===== config.mk =====
export PLATFORM = sky130hd
export DESIGN_NAME = weight_tile_scheduler
export DESIGN_NICKNAME = d
export VERILOG_FILES = /design/src/rtl/weight_tile_scheduler.sv
export SDC_FILE = /design/constraint.sdc
export NUM_CORES = 1
export LEC_CHECK = 0
export ABC_AREA = 1
export CORE_MARGIN = 8
export CORE_UTILIZATION = 41
export CTS_BUF_LIST = sky130_fd_sc_hd__clkbuf_8
export DETAILED_ROUTE_END_ITERATION = 8
export GPL_ROUTABILITY_DRIVEN = 0
export PLACE_DENSITY_LB_ADDON = 0.12
export SLEW_MARGIN = 0
export SYNTH_ARGS = -nofsm -noshare
export SYNTH_HDL_FRONTEND = slang
export SYNTH_SLANG_ARGS = --single-unit

===== constraint.sdc =====
create_clock -name clk -period 4.25 [get_ports clk]
set_input_delay 0.6375 -clock clk [delete_from_list [all_inputs] [get_ports clk]]
set_output_delay 0.6375 -clock clk [all_outputs]
set_load 0.01 [all_outputs]

===== src/rtl/weight_tile_scheduler.sv =====
// weight_tile_scheduler
//   Walks the (output-tile, input-tile) loop of one convolution layer. For each
//   tile it arms the weight loader at base + k*Tn, holds it for LOAD_LAT cycles,
//   fires the PE array and waits for completion, then drops the loader state
//   for one cycle so it re-arms for the next tile.
//
// Ports
//   clk, rst             : clock, synchronous active-high reset
//   start                : one-cycle layer start (honoured only in IDLE)
//   base_addr            : weight row of the layer's first tile
//   n_tiles, m_tiles     : input-tiles per output tile, output tiles per layer
//   compute_done         : completion pulse from the PE array
//   abort                : cancel the running layer (WSCHED_ABORT_EN only)
//   weight_state         : weight controller state (arm/hold)
//   weight_mem_init_addr : weight controller start row
//   compute_start        : one-cycle launch pulse to the PE array
//   first_in_tile        : in-tile index is 0 (accumulator clear)
//   last_in_tile         : in-tile index is n_tiles-1 (write-back)
//   in_idx, out_idx      : current tile indices
//   busy, done           : layer in progress / one-cycle end-of-layer pulse
//
// Build option: define WSCHED_ABORT_EN to add the abort input.
//
// state     | meaning
// ----------+------------------------------------------------------------
// S_IDLE    | waiting for start
// S_LOAD    | loader armed, LOAD_LAT-cycle down-counter running
// S_COMPUTE | loader held, PE array running until compute_done
// S_RELEASE | loader state dropped one cycle, advance tile indices
// S_FIN     | done pulse, back to IDLE
module weight_tile_scheduler #(
  parameter int Tn       = 4,
  parameter int LOAD_LAT = 8,
  parameter int CNT_W    = 6
) (
  input  logic             clk,
  input  logic             rst,
  input  logic             start,
  input  logic [9:0]       base_addr,
  input  logic [CNT_W-1:0] n_tiles,
  input  logic [CNT_W-1:0] m_tiles,
  input  logic             compute_done,
`ifdef WSCHED_ABORT_EN
  input  logic             abort,
`endif
  output logic             weight_state,
  output logic [9:0]       weight_mem_init_addr,
  output logic             compute_start,
  output logic             first_in_tile,
  output logic             last_in_tile,
  output logic [CNT_W-1:0] in_idx,
  output logic [CNT_W-1:0] out_idx,
  output logic             busy,
  output logic             done
);

  localparam int LCW = (LOAD_LAT > 1) ? $clog2(LOAD_LAT) : 1;

  typedef enum logic [2:0] {S_IDLE, S_LOAD, S_COMPUTE, S_RELEASE, S_FIN} state_t;

  state_t           state_q, state_d;
  logic [LCW-1:0]   load_cnt_q, load_cnt_d;
  logic [9:0]       base_q, base_d;
  logic [9:0]       offset_q, offset_d;
  logic [9:0]       addr_q, addr_d;
  logic [CNT_W-1:0] n_q, n_d, m_q, m_d;
  logic [CNT_W-1:0] in_q, in_d, out_q, out_d;
  logic             empty_q, empty_d;
  logic             ws_q, ws_d, cs_q, cs_d, busy_q, busy_d, done_q, done_d;
  logic             abort_req, in_last, out_last, tile_phase;

`ifdef WSCHED_ABORT_EN
  assign abort_req = abort;
`else
  assign abort_req = 1'b0;
`endif

  assign in_last  = (in_q == n_q - CNT_W'(1));
  assign out_last = (out_q == m_q - CNT_W'(1));

  always_comb begin
    state_d    = state_q;
    load_cnt_d = load_cnt_q;
    base_d     = base_q;
    offset_d   = offset_q;
    addr_d     = addr_q;
    n_d        = n_q;
    m_d        = m_q;
    in_d       = in_q;
    out_d      = out_q;
    empty_d    = empty_q;
    cs_d       = 1'b0;
    done_d     = 1'b0;

    case (state_q)
      S_IDLE: begin
        if (start) begin
          base_d     = base_addr;
          n_d        = n_tiles;
          m_d        = m_tiles;
          in_d       = '0;
          out_d      = '0;
          offset_d   = '0;
          empty_d    = (n_tiles == '0) || (m_tiles == '0);
          // An empty layer still passes through RELEASE so its done pulse
          // lands two cycles after start, like the tail of a normal layer.
          if ((n_tiles == '0) || (m_tiles == '0)) begin
            state_d = S_RELEASE;
          end else begin
            state_d    = S_LOAD;
            load_cnt_d = LCW'(LOAD_LAT - 1);
            addr_d     = base_addr;
          end
        end
      end
      S_LOAD: begin
        if (load_cnt_q == '0) begin
          state_d = S_COMPUTE;
          cs_d    = 1'b1;
        end else begin
          load_cnt_d = load_cnt_q - LCW'(1);
        end
      end
      S_COMPUTE: begin
        if (compute_done) state_d = S_RELEASE;
      end
      S_RELEASE: begin
        offset_d = offset_q + 10'(Tn);
        if (empty_q || (in_last && out_last)) begin
          state_d = S_FIN;
          done_d  = 1'b1;
        end else begin
          if (!in_last) begin
            in_d = in_q + CNT_W'(1);
          end else begin
            in_d  = '0;
            out_d = out_q + CNT_W'(1);
          end
          state_d    = S_LOAD;
          load_cnt_d = LCW'(LOAD_LAT - 1);
          addr_d     = base_q + offset_q + 10'(Tn);
        end
      end
      S_FIN: begin
        state_d = S_IDLE;
      end
      default: begin
        state_d = S_IDLE;
      end
    endcase

    if (abort_req && (state_q != S_IDLE)) begin
      state_d = S_IDLE;
      cs_d    = 1'b0;
      done_d  = 1'b0;
      in_d    = in_q;
      out_d   = out_q;
    end

    // Outputs are registered from the next state so they align with it.
    ws_d   = (state_d == S_LOAD) || (state_d == S_COMPUTE);
    busy_d = (state_d != S_IDLE);
  end

  always_ff @(posedge clk) begin
    if (rst) begin
      state_q    <= S_IDLE;
      load_cnt_q <= '0;
      base_q     <= '0;
      offset_q   <= '0;
      addr_q     <= '0;
      n_q        <= '0;
      m_q        <= '0;
      in_q       <= '0;
      out_q      <= '0;
      empty_q    <= 1'b0;
      ws_q       <= 1'b0;
      cs_q       <= 1'b0;
      busy_q     <= 1'b0;
      done_q     <= 1'b0;
    end else begin
      state_q    <= state_d;
      load_cnt_q <= load_cnt_d;
      base_q     <= base_d;
      offset_q   <= offset_d;
      addr_q     <= addr_d;
      n_q        <= n_d;
      m_q        <= m_d;
      in_q       <= in_d;
      out_q      <= out_d;
      empty_q    <= empty_d;
      ws_q       <= ws_d;
      cs_q       <= cs_d;
      busy_q     <= busy_d;
      done_q     <= done_d;
    end
  end

  // Tile flags only mean something while a real tile is in flight.
  assign tile_phase = !empty_q &&
                      ((state_q == S_LOAD) || (state_q == S_COMPUTE) || (state_q == S_RELEASE));

  assign weight_state         = ws_q;
  assign weight_mem_init_addr = addr_q;
  assign compute_start        = cs_q;
  assign first_in_tile        = tile_phase && (in_q == '0);
  assign last_in_tile         = tile_phase && in_last;
  assign in_idx               = in_q;
  assign out_idx              = out_q;
  assign busy                 = busy_q;
  assign done                 = done_q;

endmodule

# After elaboration in Yosys (flattened, before gate mapping)
# Cells that the tools add are included.
# classes
n_addsub	8
eq_ne	12
muxes	26
n_bitwise	2
reduce_logical	26
# op_table
op	count
$mux 10	4
$pmux 10 s2	2
$mux 6	5
$mux 3	8
$pmux 6 s2	2
$add 10x3->10 const B	2
$logic_not 6->1	3
$add 6x1->6 const B	2
$eq 6x6->1	2
$pmux 3 s4	1
$sub 6x1->6 const B	2
$add 10x10->10	1
$ne 2x2->1 const B	5
$eq 3x2->1 const B	3
$pmux 3 s3	1
$reduce_and 4->1	2
$eq 3x1->1 const B	2
$logic_not 3->1	2
$reduce_bool 3->1	2
$logic_or 1x1->1	5
$reduce_and 5->1	1
$logic_and 1x1->1	4
$reduce_and 2->1	2
$reduce_or 2->1	2
other kinds (7)	9
# totals
register_bits	65
in_bits	26
out_inout_bits	28
elab_cells	88

# Logic depth before layout (Yosys ltp)
# depth
depth_word	8
ltp_mapped	17
depth_no_buf	17

# Least setup slack after synthesis
# OpenSTA, ideal clock, no wires.
# synth_path
path_type	register -> output
start	register n_q[0]
end	output last_in_tile
arrival_time_ps	1378
path_slack_ps	2235
path_stages_with_launch	9
n_path_buf	0
path_cell_list	dfxtp_1 > inv_2 > ha_1 > xnor2_1 > nor2_1 > nand3_1 > nor2_1 > nand2_1 > nor2_1
# synth_via
elab_chain_len	3
# synth_lines
element	line	source
from (decl)	66	logic [CNT_W-1:0] n_q, n_d, m_q, m_d;
from (signal assigned)	187	n_q <= n_d;
$sub 6x1->6	78	assign in_last = (in_q == n_q - CNT_W'(1));
$eq 6x6->1	78	
$logic_and 1x1->1	207	assign last_in_tile = tile_phase && in_last;
to (decl)	50	output logic last_in_tile,
# Every way passes these cells.

# Final worst setup path
# Ends and elaborated chain as after synthesis.

==> flow_summary.ini <==
[power_and_ir_drop]
p_int_uw = 1098
pwr-share-seq_pct = 41.9
ir_worst_vdd_uv = 171.2
leakage_uw = 0.001977
p_clk_share_pct = 31.3
p_comb_share_pct = 26.8
p_sw_uw = 525.8
swShare_pct = 32.38
p_per_area_nw_per_um2 = 362.5

[clock_network]
cts_resized = 0
cts_setup_buffers = 0
ctsHoldBuffers = 0
clkLatencyLatePin_ns = 0.34
cts_root_buf = clkbuf_8
clockBufferDepth = 2
path_clk_slew_ns = 0.07
numCtsBuffers = 9
h-tree-depth = 3
cts_tree = built
clock_sinks = 63

[timing]
skew_ns = 0.006601
slew_viol_final = 0
setup_viol_count_final = 0
fin_ws_ns = 1.301
max_freq_mhz = 339.2
grt_setup_unrepaired = false
hold_violations = 0
fin_tns_setup_ns = 0
worst_pin_slew_ns = 0.9543
period_share_pct = 69.38
slew-limit-headroom_pct = 36.31
min_period_ns = 2.949

[yosys]
ys_warn_count = 0
ys_seq_elements = 63
synth_common_cells = nand2_1, inv_1, dfxtp_1
ys_seq_area_share_pct = 34.13
synth_area_leaders = dfxtp_1, nand2_1, ha_1
netlist.area_leader.share_pct = 34.13
yosysMostFrequentCell = nand2_1
yosysUniqueCellTypes = 36
mappedNetlistNets = 590
synth_top_cell_by_area = dfxtp_1
syn-instance-count = 542
synth_edf_count = 0
synthFlopType = dfxtp_1
syn_area_per_cell_um2 = 6.817
syn-cell-area_um2 = 3695
async_flop_share_pct = 0

[setup_path]
cp.required_ns = 3.61
path_cells = inv_2 -> ha_1 -> xnor2_1 -> nor2_1 -> nand3_1 -> nor2_1 -> nand2_1 -> nor2_1 -> clkdlybuf4s50_1
cp_max_fo = 4
crit_top_cell = nor2_1
crit_buf_inv = 2
max_stage_delay_ns = 0.54
worst-setup-path-type = flop to primary output
crit_family = buffers and inverters
startpoint_type = flop
critPathSlowestCell = clkdlybuf4s50_1
crit_arrival_ns = 2.31
critPathCaptureType = primary output

[routing]
drtIter0Drc = 131
drtAntennaViolNets = 0
num_vias = 3527
routed_wl_mm = 9.115
post_drt_wl_per_cell_um = 12.97
first_pass_iters = 4
viasPerCell = 5.017
remaining_drc_errors = 0

[grt]
antenna_found_initial = 0
overflow = 0
grt_pass1_wl_mm = 15.49
grt_pass1_vias = 3406
grt_max_degree = 44
grtUsageTotal_pct = 14.84

[die]
die_x_um = 110.9
die_h_um = 110.9
initial_utilization_pct = 42.37
die-area_um2 = 12310
coreArea_um2 = 8721
rows = 34
num_io_pins = 54

[place]
place_area_um2 = 4285
dpl.hpwl_mm = 6.810
place_inst = 687
numPortBuffers = 53
dp_slack_ns = 1.550

[job]
drv_cap = 0

[hold_path]
hold_class = flop to flop

[cells_and_area]
area_delta_synth_final_pct = 21.23
fin_cells = 703
n_antenna_cell = 0
stdcell_area_um2 = 4479
nets = 638
drive_gt1_share_pct = 6.387

[outcome]
outcome = completed
==> power groups by stage <==
stage,Clock [uW],Sequential [uW],Combinational [uW]
after detailed placement,0,693,438
after CTS,526,680,441
after global placement,0,692,432
after floorplan,0,695,305
final,508,680,436
after global routing,549,685,498
==> sequential cells by signal, indices dropped and copies added (netlist names), 3 cells and up <==
signal / flops
base_q: 10
n_q: 6
in_idx: 6
weight_mem_init_addr: 10
load_cnt_q: 3
offset_q: 8
state_q: 3
m_q: 6
out_idx: 6
==> worst register-to-register path: cells and delay by family, from the launching register on <==
family	cells	cell delay, ns
and+or+nand+nor	4	1.26
buffers and inverters	2	0.47
DFF	1	0.34
AOI/OAI and AO/OA	1	0.20
==> cell type report <==
type | count | area (um2)
Inverter | 77 | 289.0
Fill cell | 891 | 4242
Clock buffer | 13 | 178.9
Tap cell | 108 | 135.1
Timing Repair Buffer | 54 | 538.0
Sequential cell | 63 | 1261
Multi-Input combinational cell | 385 | 2062
Clock inverter | 3 | 15.01
==> metal layers <==
| layer | wire [um] | vias up | GRT usage (%) |
|---|---|---|---|
| met5 | 0 | - | 0 |
| met4 | 139 | 0 | 4.775 |
| met3 | 369 | 17 | 4.113 |
| met2 | 4467 | 66 | 26.07 |
| met1 | 4139 | 1608 | 16.84 |
| li1 | - | 1836 | - |
==> cells by family after synthesis <==
family | after synthesis | synth area share, %
flip-flops | 63 | 34.13
multiplexers | 1 | 0.2709
adder cells (fa/ha/maj) | 22 | 7.450
AO/OA/AOI/OAI | 85 | 12.09
AND/OR/NAND/NOR | 254 | 30.48
buffers and inverters | 94 | 10.06
other | 1 | 0.1015
XOR/XNOR | 22 | 5.418
==> path summary, 6_finish.rpt <==
check	from	endpoint	slack (ns)	depth (start not counted)
max	n_q[0]	last_in_tile	1.30	9
min	base_q[0]	base_q[0]	0.45	2
max reg2reg	state_q[2]	offset_q[9]	1.91	7
min reg2reg	base_q[0]	base_q[0]	0.45	2
==> layout by cell type (no fill, tap or decap), drive strengths merged, types with 2 or more instances in the layout <==
cell type      Yosys  layout
o21ai             34      34
ha                22      22
nor4               4       4
xnor2             11      11
a221oi             2       2
inv               77      77
a31oi              2       2
nand3b             2       2
nor2              66      66
dfxtp             63      63
a211oi             2       2
nand4              8       8
nand3             49      49
clkinv             0       3
clkdlybuf4s50      0      53
clkbuf            10      13
nand2            123     123
xor2              11      11
a21oi             42      42
==> per-stage QoR <==
step / total power [uW] / util (%) / hold slack, ns
2_1_floorplan: 999.9 / - / 0.4246
4_1_cts: 1646 / 51.36 / 0.4572
3_3_place_gp: 1124 / 49.14 / 0.4392
6_report: 1624 / 51.36 / 0.4528
3_5_place_dp: 1132 / 49.14 / 0.4492
5_1_grt: 1731 / 51.36 / 0.4791
No activity file was read; power rests on OpenSTA's default activity.
